File: src/rtl/bvsle_skolem_pkg.sv
// bvsle_skolem_pkg: shared state encoding and sizing helper for the Skolem witness search.
//   state_t      : controller states IDLE / RUN / DONE
//   idx_width(w) : bits needed to hold a bit index 0..w-1
package bvsle_skolem_pkg;

    typedef enum logic [1:0] {
        S_IDLE = 2'd0,
        S_RUN  = 2'd1,
        S_DONE = 2'd2
    } state_t;

    function automatic int idx_width(input int w);
        return (w > 2) ? $clog2(w) : 1;
    endfunction

endpackage

File: src/rtl/bv_le_cmp.sv
// bv_le_cmp: W-bit less-or-equal comparator, two's-complement or unsigned.
//   lhs, rhs : W-bit operands
//   le       : 1 when lhs <= rhs in the selected ordering
module bv_le_cmp #(
    parameter int W          = 4,
    parameter bit SIGNED_CMP = 1'b1
) (
    input  logic [W-1:0] lhs,
    input  logic [W-1:0] rhs,
    output logic         le
);

    logic [W-1:0] w_lhs;
    logic [W-1:0] w_rhs;

    // Flipping the sign bit maps two's-complement order onto unsigned order.
    assign w_lhs = {lhs[W-1] ^ SIGNED_CMP, lhs[W-2:0]};
    assign w_rhs = {rhs[W-1] ^ SIGNED_CMP, rhs[W-2:0]};
    assign le    = (w_lhs <= w_rhs);

endmodule

File: src/rtl/bvsle_bvor_skolem_seq.sv
// bvsle_bvor_skolem_seq: finds the unsigned-maximal x with (a | x) <= b, one bit per cycle, MSB first.
//   clk, rst_n           : clock, asynchronous active-low reset
//   in_valid/in_ready    : request handshake carrying in_a, in_b
//   out_valid/out_ready  : result handshake carrying out_x (witness) and out_sat
module bvsle_bvor_skolem_seq
    import bvsle_skolem_pkg::*;
#(
    parameter int W          = 4,
    parameter bit SIGNED_CMP = 1'b1
) (
    input  logic         clk,
    input  logic         rst_n,
    input  logic         in_valid,
    output logic         in_ready,
    input  logic [W-1:0] in_a,
    input  logic [W-1:0] in_b,
    output logic         out_valid,
    input  logic         out_ready,
    output logic [W-1:0] out_x,
    output logic         out_sat
);

    localparam int           IW       = idx_width(W);
    localparam logic [W-1:0] SIGN_BIT = {1'b1, {(W-1){1'b0}}};

    state_t         r_state;
    state_t         w_next;
    logic [W-1:0]   r_a;
    logic [W-1:0]   r_b;
    logic [W-1:0]   r_x;
    logic           r_sat;
    logic [IW-1:0]  r_idx;

    logic [W-1:0]   w_bit;
    logic [W-1:0]   w_try_x;
    logic [W-1:0]   w_try_lhs;
    logic [W-1:0]   w_acc_lhs;
    logic           w_try_le;
    logic           w_acc_le;
    logic           w_accept;
    logic           w_last;

    assign w_bit     = W'(1) << r_idx;
    assign w_try_x   = r_x | w_bit;
    assign w_try_lhs = r_a | w_try_x;
    // Smallest reachable (a | x): signed sets the sign bit, unsigned leaves a untouched.
    assign w_acc_lhs = SIGNED_CMP ? (in_a | SIGN_BIT) : in_a;
    assign w_accept  = in_valid & in_ready;
    assign w_last    = (r_idx == '0);

    bv_le_cmp #(.W(W), .SIGNED_CMP(SIGNED_CMP)) u_try_cmp (
        .lhs (w_try_lhs),
        .rhs (r_b),
        .le  (w_try_le)
    );

    bv_le_cmp #(.W(W), .SIGNED_CMP(SIGNED_CMP)) u_acc_cmp (
        .lhs (w_acc_lhs),
        .rhs (in_b),
        .le  (w_acc_le)
    );

    always_comb begin
        w_next    = r_state;
        in_ready  = 1'b0;
        out_valid = 1'b0;
        unique case (r_state)
            S_IDLE: begin
                in_ready = 1'b1;
                if (in_valid) w_next = w_acc_le ? S_RUN : S_DONE;
            end
            S_RUN:  if (w_last) w_next = S_DONE;
            S_DONE: begin
                out_valid = 1'b1;
                if (out_ready) w_next = S_IDLE;
            end
            default: w_next = S_IDLE;
        endcase
    end

    always_ff @(posedge clk or negedge rst_n) begin
        if (!rst_n) begin
            r_state <= S_IDLE;
            r_a     <= '0;
            r_b     <= '0;
            r_x     <= '0;
            r_sat   <= 1'b0;
            r_idx   <= IW'(W-1);
        end else begin
            r_state <= w_next;
            if (w_accept) begin
                r_a   <= in_a;
                r_b   <= in_b;
                r_x   <= '0;
                r_sat <= w_acc_le;
                r_idx <= IW'(W-1);
            end else if (r_state == S_RUN) begin
                // Lower bits are still zero, so keeping the bit is safe exactly when the test passes.
                if (w_try_le) r_x <= w_try_x;
                if (!w_last) r_idx <= r_idx - IW'(1);
            end
        end
    end

    assign out_x   = r_x;
    assign out_sat = r_sat;

endmodule

File: config.mk
export PLATFORM = sky130hd
export DESIGN_NAME = bvsle_bvor_skolem_seq
export DESIGN_NICKNAME = d
export VERILOG_FILES = /design/src/rtl/bvsle_skolem_pkg.sv /design/src/rtl/bv_le_cmp.sv /design/src/rtl/bvsle_bvor_skolem_seq.sv
export SDC_FILE = /design/constraint.sdc
export NUM_CORES = 1
export LEC_CHECK = 0
export ABC_AREA = 1
export CORE_AREA = 2 2 47 49
export DETAILED_ROUTE_END_ITERATION = 16
export DIE_AREA = 0 0 49 51
export PLACE_DENSITY = 0.89
export SYNTH_ARGS = -nofsm -noshare
export SYNTH_HDL_FRONTEND = slang
export SYNTH_SLANG_ARGS = --single-unit
File: constraint.sdc
create_clock -name clk -period 2.8 [get_ports clk]
set_input_delay 0.56 -clock clk [delete_from_list [all_inputs] [get_ports clk]]
set_output_delay 0.56 -clock clk [all_outputs]
set_load 0.03 [all_outputs]
== After elaboration in Yosys (flattened, before gate mapping) ==
Cells that the tools add are included.
Storage, ports and cells
  output and inout port bits: 7
  flip-flop bits (word level): 17
  logic and storage cells: 42
  input port bits: 12
Operators by class
  $add $sub $neg: 1
  mux-type cells: 13
  shift-type cells: 1
  equality and inequality tests: 6
  bitwise gates (word level): 6
  reduce and logical (&&, ||, !) cells: 7
  order comparisons: 2
Operator list (number)
  two-way mux 2 bit: 7
  two-way mux 4 bit: 3
  != test 2 bit, second input constant: 4
  OR 4 bit: 2
  one-hot mux 2 bit (3 select lines): 1
  <= comparator 3 x 4 -> 1 bit: 1
  <= comparator 4 bit: 1
  logical NOT 2 bit: 2
  AND reduction 2 bit: 2
  nonzero test 2 bit: 2
  << shifter 1 x 2 -> 4 bit, first input constant: 1
  NOT 1 bit: 3
  AND reduction 3 bit: 1
  == test 2 x 1 -> 1 bit, second input constant: 1
  == test 2 bit, second input constant: 1
  two-way mux 1 bit: 2
  subtractor 2 x 1 -> 2 bit, second input constant: 1
  bitwise AND 1 bit: 1

== Logic depth before layout (Yosys ltp) ==
Gate-level depths: netlist (run 1).
  word-level depth: 8
  mapped depth: 13
  depth with buffers taken out: 13

== Hierarchy ==
A second synthesis (run 1) with hierarchy kept.
Unflattened totals
  cells, all modules: 132
  area, all modules: 1026.0 um2
By module, submodules not included
  bvsle_bvor_skolem_seq: sequential area each 427.9 um2, instances 1, area each 808.3 um2, cells each 94
  bv_le_cmp: sequential area each 0.0 um2, instances 2, area each 108.9 um2, cells each 19

== Worst setup path after synthesis (run 1) ==
OpenSTA, ideal clock, no wires.
  kind: register -> register
  from: register r_idx[0]
  to: register r_x[0] (netlist: out_x[0])
  data required time: 2682 ps
  arrival time: 1685 ps
  slack: 997 ps
  stages on the path, launching flop included: 13
  period minus slack after synthesis: 1803 ps
  path buffers: 0
  setup time: 118 ps
  cells stage by stage: dfstp_2 inv_1 ha_1 inv_1 nand3b_1 ha_1 nand2_1 nor2_1 nor2_4 nand2_4 nand2_4 nand2_1 nand2_1
Between the ends
  cells in the longest elaborated chain, start to end: 7
  elaborated cells on any way between the ends: 10
  those cells by class: 1 x order compare; 1 x shift; 3 x mux; 3 x bitwise; 2 x reduce/logical
Ends and longest elaborated chain
  from (decl): RTL line bvsle_bvor_skolem_seq.sv:32  | logic [IW-1:0] r_idx;
  from (signal assigned): RTL line bvsle_bvor_skolem_seq.sv:88  | r_idx <= IW'(W-1);
  from (signal assigned): RTL line bvsle_bvor_skolem_seq.sv:96  | r_idx <= IW'(W-1);
  from (signal assigned): RTL line bvsle_bvor_skolem_seq.sv:100  | if (!w_last) r_idx <= r_idx - IW'(1);
  << shifter 1 x 2 -> 4 bit (*): RTL line bvsle_bvor_skolem_seq.sv:43  | assign w_bit = W'(1) << r_idx;
  OR 4 bit (*): RTL line bvsle_bvor_skolem_seq.sv:44  | assign w_try_x = r_x | w_bit;
  OR 4 bit: RTL line bvsle_bvor_skolem_seq.sv:45  | assign w_try_lhs = r_a | w_try_x;
  NOT 1 bit (no line)
  <= comparator 4 bit: RTL line bv_le_cmp.sv:19  | assign le = (w_lhs <= w_rhs);
  nonzero test 2 bit (no line)
  AND reduction 2 bit (no line)
  to (signal assigned): RTL line bvsle_bvor_skolem_seq.sv:99  | if (w_try_le) r_x <= w_try_x;
  to (decl): RTL line bvsle_bvor_skolem_seq.sv:30  | logic [W-1:0] r_x;
Mark *: on every way between the ends. The rest lies on a longest branch, timed or not. The select of a mux whose other input is x is not followed.
A chain may end at the register's enable or synchronous reset.

== Worst setup path in the final report (run 1) ==
  from: register r_state[0]
  to: output port in_ready
Between the ends
  cells in the longest elaborated chain, start to end: 2
Ends and longest elaborated chain
  from (decl): RTL line bvsle_bvor_skolem_seq.sv:26  | state_t r_state;
  from (signal assigned): RTL line bvsle_bvor_skolem_seq.sv:90  | r_state <= w_next;
  logical NOT 2 bit: RTL line bvsle_bvor_skolem_seq.sv:67  | unique case (r_state)
  two-way mux 1 bit: RTL line bvsle_bvor_skolem_seq.sv:67
  to (decl): RTL line bvsle_bvor_skolem_seq.sv:14  | output logic in_ready,
Every way passes these cells.

==> metrics.csv, run 1 <==
stage,metric,value,unit
setup_path,required time of the critical path,2240,ps
global_routing,initial antenna violation count,0,
clocking,CTS sink count,17,
clocking,post-CTS resize count,0,
clocking,CTS Buf Count,3,
yosys,Syn Std Cell Area,1038,um2
yosys,post-synth top area cell,dfrtp_1,
timing,RSZ-0062 raised after global routing,no,
clocking,CTS tree,built,
yosys,synthesized area per cell,7.988,um2
yosys,top-count cell post-synth,nand2_1,
yosys,"Seq/Total Area, Yosys",41.20,%
yosys,Post-synth EDFFs,0,
routing,routed vias,840,
global_routing,vias in the first global route,833,
cells_and_area,synth-to-layout area growth,22.29,%
global_routing,met2 global-route usage,29.91,%
power_and_ir_drop,Peak VDD IR,0.7584,mV
clocking,Skew-Pair Late Insertion Delay,300,ps
clocking,Post-CTS Setup Inserts,0,
floorplan,Core Rows,17,
floorplan,initial cell density of the core,50.33,%
global_routing,total grt overflow,0,
global_routing,first-pass GRT wire length,3332,um
place,# port buffers,18,
timing,post-route clock period utilization,78.53,%
floorplan,Vert. Die Dim,51,um
floorplan,total die area,2499,um2
setup_path,"Slowest-stage cell, CP",clkdlybuf4s50_1,
place,DP HPWL,1516,um
routing,Routed wire per std cell,10.55,um
status,status,completed,
yosys,ys flop type,dfrtp_1,
routing,vias per cell,4.693,
global_routing,met1 Usage GRT,20.04,%
flow_run,# Max-Cap Violations,0,
clocking,Longest Clk Path Bufs,2,
place,routability cong.,0.7694,
global_routing,largest net degree at the start of global routing,19,
setup_path,"Largest stage delay, worst path",660,ps
cells_and_area,n_diodes,0,
setup_path,Setup crit end kind,output pin,
timing,fmax,454.8,MHz
timing,Tmin final,2199,ps
clocking,clk root buf,clkbuf_4,
setup_path,crit path launch type,register,
yosys,number of distinct library cells after synthesis,18,
timing,Max Transition Viols Final,0,
timing,Worst slew margin,50.28,%
cells_and_area,Filler Cells Inserted,185,
floorplan,DIE WIDTH,49,um
yosys,Synth Instances,130,
yosys,"FF+latch count, synth",17,
yosys,Synth top area share,36.14,%
yosys,most frequent cells after synthesis,"43 x nand2_1, 21 x inv_1, 15 x dfrtp_1",
hold_path,worst hold-check path type,register to register,
setup_path,CP Max Fanout,5,
routing,drt first-iter violations,22,
global_routing,Total GRT Usage,17.50,%
clocking,H-tree depth,1,
yosys,Mapped Nets,153,
place,Inst Count DP,175,
cells_and_area,Post-Layout Cell Count,179,
cells_and_area,"Net count, final",175,
timing,clk_skew,11.07,ps
timing,Hold Fails Final Rpt,0,
yosys,synth top area cells,"dfrtp_1 36%, nand2_1 16%, ha_1 13%, inv_1 7.6%, dfstp_2 5.1%",
global_routing,met3 Resource Use GR,2.339,%
setup_path,worst path arrival time,1640,ps
timing,Final Setup Violations,0,
global_routing,most crowded layer after global routing,met2,
timing,Slew @ Worst Pin,743.4,ps
floorplan,Ports,19,
power_and_ir_drop,PD cells,1152,nW/um2
yosys,Yosys warnings,0,
clocking,hold_buf cts,0,
routing,Remaining DRCs,0,
routing,WL final,1888,um
cells_and_area,share of cells above drive strength 1,8.609,%
setup_path,kind of critical path,register to output pin,
routing,"antenna viol nets, final",0,
timing,Setup TNS Final,0,ps
setup_path,worst path cell trace,"inv_2, nand2_4, inv_1, clkdlybuf4s50_1",
clocking,"Reg clk slew, reported paths",110,ps
power_and_ir_drop,Lkg Pwr,0.6884,nW
routing,detailed-router iteration count before antenna repair,4,
yosys,Post-synth ARST share,100.0,%
floorplan,core footprint,2063,um2
==> per-stage QoR <==
step	power, mW	util [%]	setup slack, ps	hold WS, ps	cell area, um2
final	1.463	61.55	601.0	490.4	1270
after global routing	1.604	61.55	534.1	505.2	1270
after CTS	1.477	61.55	596.8	490.4	1270
after detailed placement	1.337	60.22	829.4	465.1	1242
after global placement	1.284	60.22	885.7	459.8	1242
after floorplan	1.098	-	997.2	264.4	1039
==> flip-flops by register name, summed over array words and instances, names as in the netlist <==
name,flops
r_a,4
out_x,4
r_idx,2
out_sat,1
r_state,2
r_b,4
==> metal layers <==
| layer | vias up | routed length (um) |
|---|---|---|
| li1 | 444 | - |
| met1 | 367 | 815 |
| met2 | 21 | 945 |
| met3 | 8 | 61 |
| met4 | 0 | 64 |
| met5 | - | 0 |
==> cell type report <==
type                            count  area, um2  area share [%]
Clock inverter                      1      5.005          0.3941
Timing Repair Buffer               18      180.2           14.19
Multi-Input combinational cell     89      513.0           40.39
Tap cell                           28      35.03           2.759
Inverter                           23      86.33           6.798
Sequential cell                    17      427.9           33.69
Clock buffer                        3      22.52           1.773
==> kinds of logic (layout without fill, tap and decap cells) <==
family                   count (synthesis)  count (layout)  share of synthesized area, %
AO/OA/AOI/OAI                           14              14                         6.868
buffers and inverters                   24              45                         9.398
AND/OR/NAND/NOR                         64              64                         29.28
flip-flops                              17              17                         41.20
adder cells (fa/ha/maj)                 11              11                         13.25
==> path summary, 6_finish.rpt <==
| check | slack, ps | cells past startpoint | end | from |
|---|---|---|---|---|
| min | 490 | 2 | r_b[0]$_DFFE_PN0P_ | r_b[0]$_DFFE_PN0P_ |
| max in group asynchronous | 1630 | 1 | r_b[1]$_DFFE_PN0P_ | rst_n |
| min in group asynchronous | 690 | 1 | out_x[0]$_DFFE_PN0P_ | rst_n |
| min reg2reg | 490 | 2 | r_b[0]$_DFFE_PN0P_ | r_b[0]$_DFFE_PN0P_ |
| max | 600 | 4 | in_ready | r_state[0]$_DFFE_PN0P_ |
| max reg2reg | 810 | 12 | out_x[1]$_DFFE_PN0P_ | r_idx[0]$_DFFE_PN1P_ |
==> layout by cell type, fill, tap and decap left out <==
cell type / synthesis / layout
a21oi_1: 6 / 6
a31oi_1: 1 / 1
clkbuf_4: 0 / 3
clkdlybuf4s50_1: 0 / 18
clkinv_2: 0 / 1
dfrtp_1: 15 / 15
dfstp_2: 2 / 2
ha_1: 11 / 11
inv_1: 21 / 21
inv_2: 2 / 2
nand2_1: 43 / 43
nand2_4: 3 / 3
nand3_1: 6 / 6
nand3b_1: 2 / 2
nor2_1: 6 / 6
nor2_4: 1 / 1
nor2_8: 1 / 1
nor3_1: 2 / 2
o21ai_0: 6 / 6
o21ai_1: 1 / 1
==> critical path, delay by kind of cell (launching register included) <==
family | cells | cell delay (ps)
DFF | 1 | 440
buffers and inverters | 3 | 830
and+or+nand+nor | 1 | 70
==> where the power goes <==
| part | switching, mW | internal (mW) | leakage (nW) |
|---|---|---|---|
| clock network | 0.0800 | 0.0532 | 0.0177 |
| registers | 0.0826 | 0.375 | 0.207 |
| logic | 0.533 | 0.339 | 0.464 |
| total | 0.695 | 0.768 | 0.688 |
Note: power is estimated with default switching activity, not from simulation.
==> run 2, diff against run 1 <==
--- a/config.mk
+++ b/config.mk
@@ -6,10 +6,10 @@
 export NUM_CORES = 1
 export LEC_CHECK = 0
 export ABC_AREA = 1
-export CORE_AREA = 2 2 47 49
+export CORE_AREA = 2 2 49 51
 export DETAILED_ROUTE_END_ITERATION = 16
-export DIE_AREA = 0 0 49 51
-export PLACE_DENSITY = 0.89
+export DIE_AREA = 0 0 51 53
+export PLACE_DENSITY = 0.83
 export SYNTH_ARGS = -nofsm -noshare
 export SYNTH_HDL_FRONTEND = slang
 export SYNTH_SLANG_ARGS = --single-unit
==> constraint.sdc (replaced) <==
create_clock -name clk -period 2.15 [get_ports clk]
set_input_delay 0.43 -clock clk [delete_from_list [all_inputs] [get_ports clk]]
set_output_delay 0.43 -clock clk [all_outputs]
set_load 0.03 [all_outputs]
==> run 2 against run 1 <==
Effect of this change: clock power is 31% higher; sequential share of layout area shrank 0.17 points; critical path depth unchanged; global-route usage fell by 0.94 points; setup slack worse by 490 ps; worst hold slack worse by 43 ps; final cell count increased by 0.56%; first-iteration DRC count down 55%; sequential power increased by 31%.
==> metrics.csv, run 2 (synthesized netlist as in run 1, its figures left out) <==
stage,metric,value,unit
status,status,completed,
timing,Worst slew margin,78.65,%
floorplan,total die area,2703,um2
cells_and_area,"leading cell type in the layout, fill and taps excluded",nand2_1,
floorplan,Core Rows,17,
routing,routed vias,846,
clocking,CTS sink count,17,
routing,Routed wire per std cell,10.51,um
place,routability cong.,0.8615,
cells_and_area,"Net count, final",176,
power_and_ir_drop,Peak VDD IR,0.7744,mV
timing,Fin Hold WS,447.2,ps
clocking,H-tree depth,1,
cells_and_area,Register Area,427.9,um2
timing,RSZ-0062 raised after global routing,no,
setup_path,kind of critical path,register to output pin,
timing,clk_skew,8.029,ps
clocking,CTS Buf Count,3,
power_and_ir_drop,PD cells,1487,nW/um2
routing,detailed-router iteration count before antenna repair,4,
cells_and_area,Filler Cells Inserted,182,
setup_path,worst path arrival time,1610,ps
routing,drt first-iter violations,10,
clocking,Post-CTS Setup Inserts,0,
cells_and_area,most frequent cells in the layout,"43 x nand2_1, 21 x inv_1, 18 x clkdlybuf4s50_1",
clocking,"Reg clk slew, reported paths",110,ps
cells_and_area,share of cells above drive strength 1,8.553,%
clocking,CTS tree,built,
setup_path,crit path launch type,register,
global_routing,Total GRT Usage,16.56,%
routing,vias per cell,4.700,
global_routing,first-pass GRT wire length,3367,um
place,# port buffers,18,
routing,WL final,1892,um
place,pre-CTS WS,226.1,ps
timing,fmax,490.9,MHz
routing,Remaining DRCs,0,
cells_and_area,synth-to-layout area growth,22.89,%
routing,"antenna viol nets, final",0,
timing,Hold Fails Final Rpt,0,
timing,Final Setup Violations,0,
timing,Slew @ Worst Pin,319.2,ps
flow_run,# Max-Cap Violations,0,
timing,Tmin final,2037,ps
floorplan,core footprint,2148,um2
global_routing,largest net degree at the start of global routing,19,
global_routing,vias in the first global route,826,
clocking,Skew-Pair Late Insertion Delay,290,ps
setup_path,Setup crit end kind,output pin,
timing,Max Transition Viols Final,0,
power_and_ir_drop,Pwr Total,1.898,mW
timing,Worst Slack Setup Final,112.9,ps
setup_path,required time of the critical path,1720,ps
clocking,post-CTS resize count,0,
floorplan,Vert. Die Dim,53,um
hold_path,worst hold-check path type,input pin to async pin,
floorplan,Ports,19,
place,DP HPWL,1537,um
cells_and_area,multi-input logic area,513.0,um2
global_routing,initial antenna violation count,0,
power_and_ir_drop,Lkg Pwr,0.6905,nW
clocking,hold_buf cts,0,
clocking,Longest Clk Path Bufs,2,
cells_and_area,n_diodes,0,
floorplan,DIE WIDTH,51,um
floorplan,initial cell density of the core,48.34,%
setup_path,CP Max Fanout,5,
clocking,clk root buf,clkbuf_4,
timing,post-route clock period utilization,94.75,%
timing,Setup TNS Final,0,ps
global_routing,total grt overflow,0,
==> run 2: metrics by stage <==
step	std cells	utilization, %	cell area (um2)
2_1_floorplan	130	-	1039
3_3_place_gp	176	58.18	1250
3_5_place_dp	176	58.18	1250
4_1_cts	180	59.41	1276
5_1_grt	180	59.41	1276
6_report	180	59.41	1276
==> run 2: path summary, 6_finish.rpt <==
path	cells after the start	endpoint	from	slack (ps)
worst max-delay path	4	in_ready	r_state[0]$_DFFE_PN0P_	110
worst min-delay path	2	out_x[1]$_DFFE_PN0P_	rst_n	450
worst max register to register	12	out_x[2]$_DFFE_PN0P_	r_idx[0]$_DFFE_PN1P_	230
worst min register to register	2	r_a[2]$_DFFE_PN0P_	r_a[2]$_DFFE_PN0P_	490
max in group asynchronous	2	r_idx[0]$_DFFE_PN1P_	rst_n	1440
min in group clk	2	r_a[2]$_DFFE_PN0P_	r_a[2]$_DFFE_PN0P_	490
==> run 2: power by group <==
part	switching, mW	internal, mW
clock network	0.102	0.0719
logic	0.685	0.441
registers	0.109	0.489
total	0.896	1.00
==> run 2: cell type report <==
| class | instances | area share [%] |
|---|---|---|
| Clock buffer | 4 | 2.059 |
| Inverter | 23 | 6.765 |
| Multi-Input combinational cell | 89 | 40.20 |
| Sequential cell | 17 | 33.53 |
| Tap cell | 28 | 2.745 |
| Timing Repair Buffer | 19 | 14.71 |
==> run 2: routing by layer <==
| metal | GRT usage (%) | up-vias | wire [um] |
|---|---|---|---|
| met3 | 0.2825 | 2 | 35 |
| li1 | - | 451 | - |
| met4 | 6.757 | 0 | 19 |
| met5 | 0 | - | 0 |
| met2 | 30.30 | 12 | 960 |
| met1 | 20.60 | 381 | 877 |
==> run 2: critical path: stages, from the launching register on <==
cell and delay [ps]:
dfrtp_1 440, inv_2 100, nand2_4 70, inv_1 60, clkdlybuf4s50_1 660
==> run 3, diff against run 2 <==
--- a/config.mk
+++ b/config.mk
@@ -6,10 +6,11 @@
 export NUM_CORES = 1
 export LEC_CHECK = 0
 export ABC_AREA = 1
-export CORE_AREA = 2 2 49 51
+export CORE_AREA = 2 2 48 50
 export DETAILED_ROUTE_END_ITERATION = 16
-export DIE_AREA = 0 0 51 53
-export PLACE_DENSITY = 0.83
+export DIE_AREA = 0 0 50 52
+export PLACE_DENSITY = 0.85
 export SYNTH_ARGS = -nofsm -noshare
 export SYNTH_HDL_FRONTEND = slang
+export SYNTH_HIERARCHICAL = 1
 export SYNTH_SLANG_ARGS = --single-unit
==> run 3 against run 2 <==
Effect of this change: count of clock-buffer cells in the layout stayed put; core utilization grew 3.9 points; critical path depth shrank 1.
==> metrics.csv, run 3 <==
stage,metric,value,unit
status,status,completed,
power_and_ir_drop,Lkg Pwr,0.7228,nW
hold_path,worst hold-check path type,input pin to async pin,
cells_and_area,fin util,63.34,%
routing,DR top layer,met4,
setup_path,kind of critical path,register to output pin,
setup_path,crit path launch type,register,
clocking,Skew-Pair Late Insertion Delay,280,ps
floorplan,Ports,19,
setup_path,worst path cell trace,"inv_1, nor2_1, clkdlybuf4s50_1",
clocking,hold_buf cts,0,
global_routing,initial antenna violation count,0,
yosys,ys flop type,dfrtp_1,
yosys,post-synth top area cell,dfrtp_1,
routing,Remaining DRCs,0,
clocking,CTS tree,built,
timing,post-route clock period utilization,96.79,%
yosys,Syn Std Cell Area,1026,um2
routing,vias per cell,4.724,
global_routing,first-pass GRT wire length,3318,um
floorplan,Core Rows,17,
routing,"antenna viol nets, final",0,
setup_path,worst path arrival time,1650,ps
setup_path,required time of the critical path,1720,ps
yosys,Mapped Nets,156,
cells_and_area,most frequent cells in the layout,"44 x nand2_1, 22 x inv_1, 18 x clkdlybuf4s50_1",
timing,Worst Slack Setup Final,68.91,ps
place,DP HPWL,1580,um
power_and_ir_drop,PD cells,1427,nW/um2
routing,wire length on met1,822,um
setup_path,CP Max Fanout,4,
clocking,CTS sink count,17,
setup_path,R2R Path End,out_x[2]$_DFFE_PN0P_,
routing,WL final,1970,um
floorplan,Vert. Die Dim,52,um
cells_and_area,synth-to-layout area growth,30.00,%
clocking,CTS Buf Count,3,
yosys,Post-synth EDFFs,0,
setup_path,"Slowest-stage cell, CP",clkdlybuf4s50_1,
cells_and_area,share of cells above drive strength 1,17.83,%
cells_and_area,"Net count, final",182,
yosys,Synth top area share,36.59,%
place,routability cong.,0.8943,
timing,clk_skew,2.289,ps
setup_path,"Largest stage delay, worst path",680,ps
yosys,Yosys warnings,6,
setup_path,Worst Path Buf+Inv,2,
clocking,"Reg clk slew, reported paths",90,ps
yosys,"Seq/Total Area, Yosys",41.71,%
floorplan,DIE WIDTH,50,um
place,pre-CTS WS,-20.00,ps
timing,Final Setup Violations,0,
routing,detailed-router iteration count before antenna repair,4,
cells_and_area,n_diodes,0,
floorplan,initial cell density of the core,48.72,%
timing,RSZ-0062 raised after global routing,no,
routing,Routed wire per std cell,10.65,um
global_routing,Total GRT Usage,16.70,%
yosys,Post-synth ARST share,100.0,%
setup_path,R2R Setup Slk,110,ps
yosys,top-count cell post-synth,nand2_1,
timing,Fin Hold WS,469.7,ps
routing,drt first-iter violations,8,
routing,routed vias,874,
timing,Hold Fails Final Rpt,0,
clocking,clk root buf,clkbuf_4,
routing,DR WL met3,74,um
setup_path,CP top delay family,buffers and inverters,
yosys,"FF+latch count, synth",17,
timing,fmax,480.5,MHz
clocking,Longest Clk Path Bufs,2,
yosys,Synth Instances,132,
routing,WL met2,1062,um
global_routing,vias in the first global route,901,
setup_path,Setup crit end kind,output pin,
setup_path,Worst Setup SP,r_state[1]$_DFFE_PN0P_,
flow_run,# Max-Cap Violations,0,
yosys,number of distinct library cells after synthesis,18,
yosys,most frequent cells after synthesis,"47 x nand2_1, 24 x inv_1, 15 x dfrtp_1",
setup_path,worst r2r src,r_idx[0]$_DFFE_PN1P_,
clocking,H-tree depth,1,
global_routing,total grt overflow,0,
global_routing,largest net degree at the start of global routing,18,
floorplan,total die area,2600,um2
timing,Max Transition Viols Final,0,
yosys,synthesized area per cell,7.773,um2
yosys,synth top area cells,"dfrtp_1 37%, nand2_1 17%, ha_1 15%, inv_1 8.8%, dfstp_2 5.1%",
timing,Tmin final,2081,ps
floorplan,core footprint,2106,um2
place,# port buffers,18,
setup_path,Worst Reg-to-Reg Cells,11,
cells_and_area,"leading cell type in the layout, fill and taps excluded",nand2_1,
power_and_ir_drop,Peak VDD IR,0.6996,mV
==> run 3: cell count changes after synthesis, moves of 2 or more <==
cell     delta
inv_1       +3
nand2_1     +4
nand2_4     -2
nand3_1     +3
nor2_1      -3
nor3_1      -2
o21ai_0     -3
or2_2       +2
==> run 3: how the worst max path moves through the flow <==
stage / end / slack, ps / depth (start not counted)
global placement: out_x[3]$_DFFE_PN0P_ / 50 / 13
global route: out_x[2]$_DFFE_PN0P_ / 5 / 13
CTS: out_x[1]$_DFFE_PN0P_ / 8 / 13
floorplan: out_x[3]$_DFFE_PN0P_ / 190 / 13
finish: out_valid / 70 / 3
detailed placement: out_x[3]$_DFFE_PN0P_ / -20 / 13
==> run 3: what timing repair did <==
action	4_1_cts	5_1_grt
hold endpoints to repair	0	0
cloned	0	0
gates resized for setup	1	14
buffers inserted	1	1
pin swaps	1	7
endpoints found under the setup margin	3	4
==> run 3: cells by family after synthesis <==
group / count (synthesis) / synth area share [%]
DFF: 17 / 41.71
AOI/OAI and AO/OA: 8 / 3.902
and+or+nand+nor: 66 / 28.05
other: 1 / 0.3655
adders and majority gates: 12 / 14.63
buffers and inverters: 28 / 11.34
==> run 3: cell type report <==
type | instances | area (um2)
fill | 190 | 772.0
timing repair buffer | 22 | 210.2
clock buffer | 4 | 26.28
multi-input combinational | 87 | 533.0
inverter | 27 | 101.3
sequential | 17 | 427.9
tap | 28 | 35.03
==> run 3: where the power goes <==
group	switching (mW)	internal, mW
Clock	0.0910	0.0720
Combinational	0.661	0.490
Sequential	0.110	0.479
Total	0.862	1.04
==> run 3: per-stage QoR <==
stage / instance area (um2) / setup TNS (ps) / total power [mW] / instances
CTS: 1275 / 0 / 1.755 / 184
finish: 1334 / 0 / 1.903 / 185
floorplan: 1026 / 0 / 1.284 / 132
detailed placement: 1241 / -39.48 / 1.573 / 179
global placement: 1241 / 0 / 1.520 / 179
global route: 1334 / 0 / 2.081 / 185
==> run 3: worst register-to-register path, stage by stage, from the launching register on <==
cell     delay, ps
dfstp_2        540
inv_1           70
ha_2           190
or3_1          310
ha_1           290
nand2_2         70
inv_2           30
nand2_1         50
nand2_1         50
nand2_2        100
nand4_1        110
a21oi_1        150
==> run 3: metal layers <==
metal / vias to the layer above / track usage, %
li1: 453 / -
met1: 399 / 18.03
met2: 20 / 31.36
met3: 2 / 2.586
met4: 0 / 8.333
met5: - / 0
